**config.mk**
```make
export PLATFORM = sky130hd
export DESIGN_NAME = dca_matrix_seq_ctrl_flat
export DESIGN_NICKNAME = d
export VERILOG_FILES = /design/src/rtl/dca_matrix_seq_ctrl_if.sv /design/src/rtl/dca_matrix_seq_ctrl.sv /design/src/flat_wrapper.sv
export SDC_FILE = /design/constraint.sdc
export NUM_CORES = 1
export LEC_CHECK = 0
export BUFFER_PORTS_ARGS = -buffer_cell sky130_fd_sc_hd__buf_2
export CAP_MARGIN = 20
export CORE_AREA = 2 2 411 413
export CTS_BUF_LIST = sky130_fd_sc_hd__clkbuf_8 sky130_fd_sc_hd__clkbuf_16
export CTS_CLUSTER_SIZE = 10
export DETAILED_ROUTE_END_ITERATION = 12
export DIE_AREA = 0 0 413 415
export GPL_ROUTABILITY_DRIVEN = 0
export GPL_TIMING_DRIVEN = 0
export PLACE_DENSITY = 0.3
export SLEW_MARGIN = 20
export SYNTH_ARGS = -nofsm -noshare
export SYNTH_HDL_FRONTEND = slang
export SYNTH_SLANG_ARGS = --single-unit
```
**constraint.sdc**
```tcl
create_clock -name clk -period 2.64 [get_ports clk]
set_clock_uncertainty 0.15 [all_clocks]
set_input_delay 0.792 -clock clk [delete_from_list [all_inputs] [get_ports clk]]
set_output_delay 0.792 -clock clk [all_outputs]
set_load 0.1 [all_outputs]
```
**src/rtl/dca_matrix_seq_ctrl_if.sv**
```systemverilog
// Bundles the command, row streams and matrix-register strobes of the DCA matrix sequencer.
// DCA_MATRIX_SEQ_PERF_EN adds the stall_cnt performance counter to the bundle.
interface dca_matrix_seq_ctrl_if #(
  parameter int unsigned MATRIX_SIZE      = 8,
  parameter int unsigned BW_TENSOR_SCALAR = 32
);
  localparam int unsigned BW_TENSOR_ROW = MATRIX_SIZE * BW_TENSOR_SCALAR;

  logic                     clear;
  logic                     cmd_valid;
  logic                     cmd_ready;
  logic                     cmd_transpose;
  logic                     in_valid;
  logic                     in_ready;
  logic [BW_TENSOR_ROW-1:0] in_data;
  logic                     out_valid;
  logic                     out_ready;
  logic [BW_TENSOR_ROW-1:0] out_data;
  logic                     done;
  logic                     busy;
  logic                     reg_move_wenable;
  logic [BW_TENSOR_ROW-1:0] reg_move_wdata_list;
  logic                     reg_move_renable;
  logic                     reg_shift_up;
  logic                     reg_shift_left;
  logic                     reg_transpose;
  logic [BW_TENSOR_ROW-1:0] reg_upmost_rdata;
`ifdef DCA_MATRIX_SEQ_PERF_EN
  logic [31:0]              stall_cnt;
`endif

`ifdef DCA_MATRIX_SEQ_PERF_EN
  modport slave (
    input  clear, cmd_valid, cmd_transpose, in_valid, in_data, out_ready, reg_upmost_rdata,
    output cmd_ready, in_ready, out_valid, out_data, done, busy, reg_move_wenable,
           reg_move_wdata_list, reg_move_renable, reg_shift_up, reg_shift_left, reg_transpose,
           stall_cnt
  );
  modport master (
    output clear, cmd_valid, cmd_transpose, in_valid, in_data, out_ready, reg_upmost_rdata,
    input  cmd_ready, in_ready, out_valid, out_data, done, busy, reg_move_wenable,
           reg_move_wdata_list, reg_move_renable, reg_shift_up, reg_shift_left, reg_transpose,
           stall_cnt
  );
`else
  modport slave (
    input  clear, cmd_valid, cmd_transpose, in_valid, in_data, out_ready, reg_upmost_rdata,
    output cmd_ready, in_ready, out_valid, out_data, done, busy, reg_move_wenable,
           reg_move_wdata_list, reg_move_renable, reg_shift_up, reg_shift_left, reg_transpose
  );
  modport master (
    output clear, cmd_valid, cmd_transpose, in_valid, in_data, out_ready, reg_upmost_rdata,
    input  cmd_ready, in_ready, out_valid, out_data, done, busy, reg_move_wenable,
           reg_move_wdata_list, reg_move_renable, reg_shift_up, reg_shift_left, reg_transpose
  );
`endif
endinterface

```
**src/rtl/dca_matrix_seq_ctrl.sv**
```systemverilog
// Load / optional transpose / drain sequencer that is sole master of a DCA matrix register.
// Defining DCA_MATRIX_SEQ_PERF_EN adds a saturating stall counter (bus.stall_cnt).
module dca_matrix_seq_ctrl #(
  parameter int unsigned MATRIX_SIZE      = 8,
  parameter int unsigned BW_TENSOR_SCALAR = 32
) (
  input  logic                 clk,
  input  logic                 rstnn,
  dca_matrix_seq_ctrl_if.slave bus
);
  localparam int unsigned BW_TENSOR_ROW = MATRIX_SIZE * BW_TENSOR_SCALAR;
  localparam int unsigned CntW = (MATRIX_SIZE > 1) ? $clog2(MATRIX_SIZE) : 1;
  localparam logic [CntW-1:0] LastRow = CntW'(MATRIX_SIZE - 1);

  typedef enum logic [2:0] {
    StIdle, StLoad, StXpose, StSettle, StDrain, StDone
  } state_e;

  state_e          state_q, state_d;
  logic [CntW-1:0] row_cnt_q, row_cnt_d;
  logic            xpose_q, xpose_d;

  logic cmd_ready, cmd_fire, in_ready, out_valid;
  logic move_wen, shift_up, xpose, done;

  always_comb begin
    state_d   = state_q;
    row_cnt_d = row_cnt_q;
    xpose_d   = xpose_q;
    cmd_ready = 1'b0;
    cmd_fire  = 1'b0;
    in_ready  = 1'b0;
    out_valid = 1'b0;
    move_wen  = 1'b0;
    shift_up  = 1'b0;
    xpose     = 1'b0;
    done      = 1'b0;

    // Ready/valid and strobes are masked by clear so an aborted cycle moves nothing.
    unique case (state_q)
      StIdle: begin
        cmd_ready = ~bus.clear;
        if (bus.cmd_valid && cmd_ready) begin
          cmd_fire  = 1'b1;
          xpose_d   = bus.cmd_transpose;
          row_cnt_d = '0;
          state_d   = StLoad;
        end
      end
      StLoad: begin
        in_ready = ~bus.clear;
        move_wen = bus.in_valid & in_ready;
        if (move_wen) begin
          if (row_cnt_q == LastRow) begin
            row_cnt_d = '0;
            state_d   = xpose_q ? StXpose : StDrain;
          end else begin
            row_cnt_d = row_cnt_q + 1'b1;
          end
        end
      end
      StXpose: begin
        xpose   = ~bus.clear;
        state_d = StSettle;
      end
      StSettle: begin
        state_d = StDrain;
      end
      StDrain: begin
        out_valid = ~bus.clear;
        shift_up  = out_valid & bus.out_ready;
        if (shift_up) begin
          if (row_cnt_q == LastRow) begin
            row_cnt_d = '0;
            state_d   = StDone;
          end else begin
            row_cnt_d = row_cnt_q + 1'b1;
          end
        end
      end
      StDone: begin
        done    = 1'b1;
        state_d = StIdle;
      end
      default: begin
        state_d = StIdle;
      end
    endcase

    if (bus.clear) begin
      state_d   = StIdle;
      row_cnt_d = '0;
    end
  end

  always_ff @(posedge clk or negedge rstnn) begin
    if (!rstnn) begin
      state_q   <= StIdle;
      row_cnt_q <= '0;
      xpose_q   <= 1'b0;
    end else begin
      state_q   <= state_d;
      row_cnt_q <= row_cnt_d;
      xpose_q   <= xpose_d;
    end
  end

  assign bus.cmd_ready           = cmd_ready;
  assign bus.in_ready            = in_ready;
  assign bus.out_valid           = out_valid;
  assign bus.out_data            = (state_q == StDrain) ? bus.reg_upmost_rdata
                                                        : {BW_TENSOR_ROW{1'b0}};
  assign bus.done                = done;
  assign bus.busy                = (state_q != StIdle);
  assign bus.reg_move_wenable    = move_wen;
  assign bus.reg_move_wdata_list = (state_q == StLoad) ? bus.in_data : {BW_TENSOR_ROW{1'b0}};
  assign bus.reg_move_renable    = 1'b0;
  assign bus.reg_shift_up        = shift_up;
  assign bus.reg_shift_left      = 1'b0;
  assign bus.reg_transpose       = xpose;

`ifdef DCA_MATRIX_SEQ_PERF_EN
  logic [31:0] stall_cnt_q;
  logic        stall;

  assign stall = ((state_q == StLoad) & ~bus.in_valid) | (out_valid & ~bus.out_ready);

  always_ff @(posedge clk or negedge rstnn) begin
    if (!rstnn) begin
      stall_cnt_q <= '0;
    end else if (cmd_fire) begin
      stall_cnt_q <= '0;
    end else if (stall && (stall_cnt_q != 32'hFFFF_FFFF)) begin
      stall_cnt_q <= stall_cnt_q + 32'd1;
    end
  end

  assign bus.stall_cnt = stall_cnt_q;
`endif

endmodule
```
**src/flat_wrapper.sv**
```systemverilog
// flat-port wrapper written by rule: the top's interface ports become plain ports
module dca_matrix_seq_ctrl_flat 
#(
  parameter int unsigned MATRIX_SIZE      = 8,
  parameter int unsigned BW_TENSOR_SCALAR = 32
)
  (clk, rstnn, bus_clear, bus_cmd_valid, bus_cmd_transpose, bus_in_valid, bus_in_data, bus_out_ready, bus_reg_upmost_rdata, bus_cmd_ready, bus_in_ready, bus_out_valid, bus_out_data, bus_done, bus_busy, bus_reg_move_wenable, bus_reg_move_wdata_list, bus_reg_move_renable, bus_reg_shift_up, bus_reg_shift_left, bus_reg_transpose);
  dca_matrix_seq_ctrl_if #(.MATRIX_SIZE(MATRIX_SIZE), .BW_TENSOR_SCALAR(BW_TENSOR_SCALAR)) bus_i ();
  input  logic clk;
  input  logic rstnn;
  input wire logic [$bits(bus_i.clear)-1:0] bus_clear;
  input wire logic [$bits(bus_i.cmd_valid)-1:0] bus_cmd_valid;
  input wire logic [$bits(bus_i.cmd_transpose)-1:0] bus_cmd_transpose;
  input wire logic [$bits(bus_i.in_valid)-1:0] bus_in_valid;
  input wire logic [$bits(bus_i.in_data)-1:0] bus_in_data;
  input wire logic [$bits(bus_i.out_ready)-1:0] bus_out_ready;
  input wire logic [$bits(bus_i.reg_upmost_rdata)-1:0] bus_reg_upmost_rdata;
  output wire logic [$bits(bus_i.cmd_ready)-1:0] bus_cmd_ready;
  output wire logic [$bits(bus_i.in_ready)-1:0] bus_in_ready;
  output wire logic [$bits(bus_i.out_valid)-1:0] bus_out_valid;
  output wire logic [$bits(bus_i.out_data)-1:0] bus_out_data;
  output wire logic [$bits(bus_i.done)-1:0] bus_done;
  output wire logic [$bits(bus_i.busy)-1:0] bus_busy;
  output wire logic [$bits(bus_i.reg_move_wenable)-1:0] bus_reg_move_wenable;
  output wire logic [$bits(bus_i.reg_move_wdata_list)-1:0] bus_reg_move_wdata_list;
  output wire logic [$bits(bus_i.reg_move_renable)-1:0] bus_reg_move_renable;
  output wire logic [$bits(bus_i.reg_shift_up)-1:0] bus_reg_shift_up;
  output wire logic [$bits(bus_i.reg_shift_left)-1:0] bus_reg_shift_left;
  output wire logic [$bits(bus_i.reg_transpose)-1:0] bus_reg_transpose;
  assign bus_i.clear = bus_clear;
  assign bus_i.cmd_valid = bus_cmd_valid;
  assign bus_i.cmd_transpose = bus_cmd_transpose;
  assign bus_i.in_valid = bus_in_valid;
  assign bus_i.in_data = bus_in_data;
  assign bus_i.out_ready = bus_out_ready;
  assign bus_i.reg_upmost_rdata = bus_reg_upmost_rdata;
  assign bus_cmd_ready = bus_i.cmd_ready;
  assign bus_in_ready = bus_i.in_ready;
  assign bus_out_valid = bus_i.out_valid;
  assign bus_out_data = bus_i.out_data;
  assign bus_done = bus_i.done;
  assign bus_busy = bus_i.busy;
  assign bus_reg_move_wenable = bus_i.reg_move_wenable;
  assign bus_reg_move_wdata_list = bus_i.reg_move_wdata_list;
  assign bus_reg_move_renable = bus_i.reg_move_renable;
  assign bus_reg_shift_up = bus_i.reg_shift_up;
  assign bus_reg_shift_left = bus_i.reg_shift_left;
  assign bus_reg_transpose = bus_i.reg_transpose;
  dca_matrix_seq_ctrl #(.MATRIX_SIZE(MATRIX_SIZE), .BW_TENSOR_SCALAR(BW_TENSOR_SCALAR)) u_core (.clk(clk), .rstnn(rstnn), .bus(bus_i));
endmodule
```
Word-level counts from Yosys, hierarchy flattened
Cells that the tools add are included.

word-level totals
  register bits after elaboration = 7
  input port bits = 519
  logic and storage cells = 48
  output and inout bits = 522

operators by class
  add/subtract/negate cells = 1
  bitwise gates (word level) = 3
  eq/ne operators = 11
  mux-type cells = 23
  reductions and logical operators = 7

operators with widths
  cell                 number
  $mux 256             2
  $mux 3               12
  $ne 3x2->1 const B   5
  $pmux 3 s5           1
  $eq 3x3->1 const B   3
  $pmux 3 s3           1
  $mux 1               7
  $eq 3x2->1 const B   2
  $reduce_and 5->1     1
  $reduce_and 4->1     1
  $reduce_bool 4->1    1
  $add 3x1->3 const B  1
  $eq 3x1->1 const B   1
  $logic_not 3->1      1
  $reduce_bool 3->1    1
  $and 1x1->1          2
  $reduce_and 2->1     1
  $logic_and 1x1->1    1
  $not 1->1            1

Longest topological paths before layout
Gate-level depths: netlist of run 1.

  word-level depth = 5
  depth in mapped cells = 5
  gate-level depth less buffers = 5

Worst setup path after synthesis of run 1
Ideal clock, no wire load.

  path kind = input port to output port
  start point = input bus_clear
  end point = output bus_reg_move_wenable
  path buffers = 1
  setup slack = -2.392 ns
  cell stages on the path = 3
  data required time = 1.698 ns
  data arrival time = 4.090 ns
  cell sequence = buf_1 nor3_1 and2_1

between the ends
  word-level cells in the longest chain between the ends = 3

RTL lines
  item                line                       RTL
  start: declaration  flat_wrapper.sv:11         input wire logic [$bits(bus_i.clear)-1:0] bus_clear;
  $not 1->1           dca_matrix_seq_ctrl.sv:51  in_ready = ~bus.clear;
  $and 1x1->1         dca_matrix_seq_ctrl.sv:52  move_wen = bus.in_valid & in_ready;
  $mux 1              dca_matrix_seq_ctrl.sv:40  unique case (state_q)
  end: declaration    flat_wrapper.sv:24         output wire logic [$bits(bus_i.reg_move_wenable)-1:0] bus_reg_move_wenable;

Every way passes these cells.

Final worst setup path of run 1
  start point = register u_core.state_q[1]
  end point = output bus_out_data[102]

between the ends
  word-level cells in the longest chain between the ends = 2

RTL lines
  item                      line                        RTL
  start: declaration        dca_matrix_seq_ctrl.sv:19   state_e state_q, state_d;
  start signal: assignment  dca_matrix_seq_ctrl.sv:98   state_q <= StIdle;
  start signal: assignment  dca_matrix_seq_ctrl.sv:102  state_q <= state_d;
  $eq 3x3->1                dca_matrix_seq_ctrl.sv:111  assign bus.out_data = (state_q == StDrain) ? bus.reg_upmost_rdata
  $mux 256                  dca_matrix_seq_ctrl.sv:111
  end: declaration          flat_wrapper.sv:21          output wire logic [$bits(bus_i.out_data)-1:0] bus_out_data;

Every way passes these cells.

==> run summary, run 1 <==
Commonest non-fill, non-tap cell in the layout: buf_2
Vias in the first global route: 10200
PnR worst setup slack: -0.305 ns
Row Count: 150
Cell area power density: 1590 nW/um^2
Max Slew Vio Count: 0
I/O pins: 1041
Vias per cell: 2.90
Rel. slew slack: 49.9%
Routed via count: 11700
Total GRT Usage: 16.9%
Max incr delay on CP: 0.43 ns
IO Port Bufs: 1038
Fmax: 340 MHz
Clock Pin Slew Worst Setup and Hold Paths: 0.04 ns
Max VDD drop: 0.588 mV
Clock root cell: clkbuf_16
Crit. End Element: output port
Largest net degree at the start of global routing: 11
Tmin final: 2.94 ns
Slew @ Worst Pin: 0.757 ns
Worst-path cell chain: buf_6, nor3b_4, buf_12, buf_12, buf_8, and2_2, buf_12
Yosys top cell by area: and2_1
Number of max-cap violations: 0
Drt wl/cell: 38.1 microns
Static leakage: 0.00974 uW
Die Span Y: 415 microns
Die Span X: 413 microns
Post-Synthesis Mean Instance Area: 6.28 sq um
Min-delay worst type: in2async
Fin nets: 2292
Final Non-Filler Cells: 4025
Synth Instances: 652
Layout filler cell count: 19100
Distinct cell type count after synthesis: 32
Area growth, synth to finish: 433%
Initial DRC Count: 870
Residual DRC: 0
CP startpoint kind: flip-flop
Initial core utilization: 2.46%
Share of cells above drive strength 1: 97.1%
Crit Path Max Fanout: 10
Depth of the CTS H-tree: 1
Worst EP arrival: 2.00 ns
DP Wirelength: 145000 microns
Fin Setup TNS: -91.09 ns
Clk sinks: 7
CP top delay family: buffers and inverters
Die area: 171000 sq um
Slowest-stage cell, CP: dfrtp_2
Yosys reg bits: 7
Top cells by area, synth: and2_1 (39%), and3_1 (39%), clkbuf_1 (4.8%)
RSZ-0062 raised after global routing: true
Initial antenna violation count: 295
Initial DRT Pass Iterations: 5
Fin. Hold Viols: 0
CP Class: reg2out
Core area: 167000 sq um
Dpl cells: 3896
Max Root-Sink Buffers: 2
First-pass GRT wire length: 174000 microns
Top cell type's share of synthesized area: 39.4%
CTS tree: done
Commonest cells after routing, fill and taps aside: buf_2 (524), buf_12 (387), and2_4 (133)
Final wirelength: 153000 microns
Critical path buffer and inverter count: 5
Synth Cell Area: 4090 sq um
Status: finished, violations left
Clock latency on the worst-skew pair: 0.23 ns
WP data required: 1.70 ns
Failing checks: setup timing
Final antenna-violating net count: 0
Setup violators final: 508
Crit share post-route: 112%
GRT overflow: 0
Sequential element share of the synthesized area: 4.28%
YS warnings: 0
Total CTS buffers: 3
Most used cell along the critical path: buf_12
Yosys cell counts, drive strengths merged:
| master | count |
|---|---|
| nor4b | 1 |
| or3 | 1 |
| mux2 | 5 |
| clkbuf | 78 |
| ha | 2 |
| and3 | 256 |
| a21oi | 2 |
| or4 | 1 |
| nor2b | 3 |
| and2 | 258 |
| nor4 | 3 |
| nor2 | 4 |
| nor3b | 2 |
| a31oi | 1 |
| a22oi | 1 |
| nand2 | 3 |
| dfrtp | 7 |
| nand2b | 2 |
| a211oi | 1 |
| inv | 2 |
| o21ai | 1 |
| nor3 | 2 |
| mux2i | 2 |
| conb | 1 |
| xnor2 | 1 |
| buf | 12 |
cell families (layout without fill, tap and decap cells):
logic type,count (synthesis),count (layout),share of synthesized area (%)
flops,7,7,4.28
simple gates,536,536,82.0
other cells,1,53,0.0916
compound gates,6,6,1.10
fa+ha+maj,2,2,0.611
xor+xnor,1,1,0.214
buf+inv,92,1209,9.81
mux,7,7,1.86
path summary, 6_finish.rpt:
kind | from | depth (start not counted) | endpoint | slack, ns
hold reg to reg | u_core.row_cnt_q[2] | 1 | u_core.row_cnt_q[2] | 0.37
setup reg to reg | u_core.row_cnt_q[0] | 5 | u_core.state_q[0] | 0.56
min in group clk | u_core.row_cnt_q[2] | 1 | u_core.row_cnt_q[2] | 0.37
max in group asynchronous | rstnn | 1 | u_core.state_q[1] | 1.91
setup / recovery | u_core.state_q[1] | 7 | bus_out_data[102] | -0.30
hold / removal | rstnn | 1 | u_core.state_q[0] | 0.25
where the power goes:
group / internal [uW] / switching (uW) / total [uW]
sequential: 143 / 27.4 / 170
clock: 197 / 53.2 / 250
combinational: 11300 / 23000 / 34300
cell type report:
type                    instances  area, sq um  share of cell area, %
diodes                         51          128                  0.585
multi-input cells             554         4780                   21.9
flip-flops and latches          7          176                  0.809
well taps                    2204         2760                   12.6
clock buffers                   3         75.1                  0.344
clock inverters                 1         3.75                 0.0172
inverters                       2         11.3                 0.0517
plain buffers                  88         1210                   5.54
repair buffers               1115        12700                   58.1
per-stage QoR:
step	hold slack, ns	power [uW]	utilization [%]	instance area, sq um	setup WS, ns
after detailed placement	0.355	24900	7.65	12700	-1.22
after CTS	0.257	31800	11.3	18900	-0.330
final	0.252	34700	13.1	21800	-0.305
after global routing	0.264	35300	13.0	21700	-0.339
after floorplan	0.336	18600	-	4770	-0.472
after global placement	0.350	24800	7.64	12700	-2.16
routing by layer:
metal  vias up  share of wire [%]  GRT usage, %
li1       4495                  -             -
met5         -               0.60             0
met2      1192                 49          30.2
met4       136                4.5          4.47
met1      5293                 32          16.6
met3       573                 14          9.58
state kept, by name (all words and copies together), names as in the netlist:
signal,cells
u_core.state_q,3
u_core.xpose_q,1
u_core.row_cnt_q,3
worst register-to-register path, delay by kind of cell, from the launching register on:
kind                     cells  cell delay (ns)
flip-flops                   1             0.38
adder cells (fa/ha/maj)      2             0.40
multiplexers                 1             0.35
AND/OR/NAND/NOR              2             0.69
timing repair:
action,in CTS,in global routing
pin swaps,71,84
hold buffers,0,0
gates cloned,23,13
endpoints found under the setup margin,519,520
hold endpoints to repair,0,0
gates resized for setup,1586,723
buffers inserted,25,17
Power figures use the tool's default switching activity.
==> run 2, diff against run 1 <==
- SKIP_LAST_GASP: default -> 1
- SLEW_MARGIN: 20 -> 40
==> run summary, run 2 (synthesis results as in run 1) <==
Status: finished, violations left
Failing checks: setup timing
Min-delay worst type: in2async
Clock Pin Slew Worst Setup and Hold Paths: 0.04 ns
Slew @ Worst Pin: 0.687 ns
Max VDD drop: 0.512 mV
Setup violators final: 513
Commonest non-fill, non-tap cell in the layout: buf_2
Clock latency on the worst-skew pair: 0.23 ns
Initial core utilization: 2.46%
Crit Path Max Fanout: 8
Fmax: 345 MHz
Tmin final: 2.90 ns
Die Span Y: 415 microns
Fin. Hold Viols: 0
Routed via count: 11600
Die Span X: 413 microns
Total CTS buffers: 3
Switching share of power: 66.1%
Die area: 171000 sq um
Rel. slew slack: 54.5%
Clock root cell: clkbuf_16
Largest net degree at the start of global routing: 12
Combinational cell fraction of total power: 98.8%
Worst slack at placement: -1.20 ns
Internal power: 11800 uW
Total GRT Usage: 17.0%
I/O pins: 1041
DP Wirelength: 144000 microns
Psw: 22900 uW
PnR worst setup slack: -0.263 ns
Metal3 WL: 21900 microns
Vias per cell: 2.89
Vias in the first global route: 10400
Largest registers: u_core.row_cnt_q: 3 flops, u_core.state_q: 3 flops, u_core.xpose_q: 1 flops
Fin Setup TNS: -72.18 ns
Worst EP arrival: 1.96 ns
GRT overflow: 0
IO Port Bufs: 1038
Initial DRT Pass Iterations: 5
Max Used Layer: met5
Commonest cells after routing, fill and taps aside: buf_2 (528), buf_12 (426), and2_4 (205)
Row Count: 150
Share of cells above drive strength 1: 97.1%
Finished Core Util: 13.2%
Depth of the CTS H-tree: 1
Residual DRC: 0
Initial antenna violation count: 297
Fin nets: 2276
Max Root-Sink Buffers: 2
Crit. End Element: output port
Number of max-cap violations: 0
R2R setup slack: 0.56 ns
Core area: 167000 sq um
Total power: 34700 uW
CTS tree: done
Crit share post-route: 110%
Initial DRC Count: 806
Static leakage: 0.00982 uW
Metal2 WL: 75600 microns
Hold WS: 0.253 ns
Max Slew Vio Count: 0
Clk sinks: 7
Drt wl/cell: 38.0 microns
Final antenna-violating net count: 0
Clk pwr share: 0.7%
CP Class: reg2out
Area growth, synth to finish: 437%
Register share of total power: 0.5%
WP data required: 1.70 ns
Final wirelength: 153000 microns
RSZ-0062 raised after global routing: true
CP startpoint kind: flip-flop
First-pass GRT wire length: 175000 microns
Cell area power density: 1580 nW/um^2
M1 WL: 47100 microns
run 2: cell count changes in the layout (fill, tap and decap cells not counted), sizes merged:
cell	before	now
bufbuf	0	1
clkbuf	70	79
diode	51	57
buf	1136	1110
run 2: stage by stage:
| step | std cells | area (sq um) |
|---|---|---|
| 3_5_place_dp | 3896 | 12700 |
| 6_report | 4015 | 22000 |
| 3_3_place_gp | 3895 | 12700 |
| 2_1_floorplan | 653 | 4770 |
| 4_1_cts | 3951 | 20600 |
| 5_1_grt | 3987 | 21900 |
run 2: layer usage:
layer  global-route usage [%]  vias up
li1                         -     4456
met4                     4.35      162
met5                        0        -
met1                     15.9     5236
met3                     10.5      586
met2                     30.5     1150
run 2: repair_timing:
action	4_1_cts	5_1_grt
gates cloned	30	4
resized for setup	1999	398
hold buffers	0	0
endpoints found under the hold margin	0	0
pin swaps	121	28
setup buffers	22	6
endpoints found under the setup margin	519	520
run 2: power groups by stage:
stage	combinational [uW]	sequential (uW)	clock, uW
global placement	24700	173	0
CTS	33000	173	252
detailed placement	24700	175	0
floorplan	18400	166	0
finish	34300	172	248
global route	34900	177	260
run 2: final cells by class:
type                       count  area [sq um]
fill                       19000        145000
timing repair buffer        1099         12700
multi-input combinational    554          4760
tap                         2204          2760
buffer                        88          1320
sequential                     7           176
antenna                       57           143
clock buffer                   3          75.1
inverter                       2          11.3
clock inverter                 1          3.75
run 2: worst max-delay path: stages (launching register included):
cell	delay (ns)
dfrtp_1	0.39
buf_6	0.13
nor3b_4	0.24
buf_12	0.20
buf_6	0.12
buf_16	0.13
clkbuf_16	0.14
and2_4	0.17
buf_12	0.18
run 2: worst paths after layout:
path	startpoint	endpoint	cells past startpoint
min in group clk	u_core.row_cnt_q[2]	u_core.row_cnt_q[2]	1
max	u_core.state_q[0]	bus_out_data[43]	8
max reg2reg	u_core.row_cnt_q[0]	u_core.state_q[0]	5
min	rstnn	u_core.state_q[2]	1
max in group asynchronous	rstnn	u_core.state_q[1]	1
min reg2reg	u_core.row_cnt_q[2]	u_core.row_cnt_q[2]	1
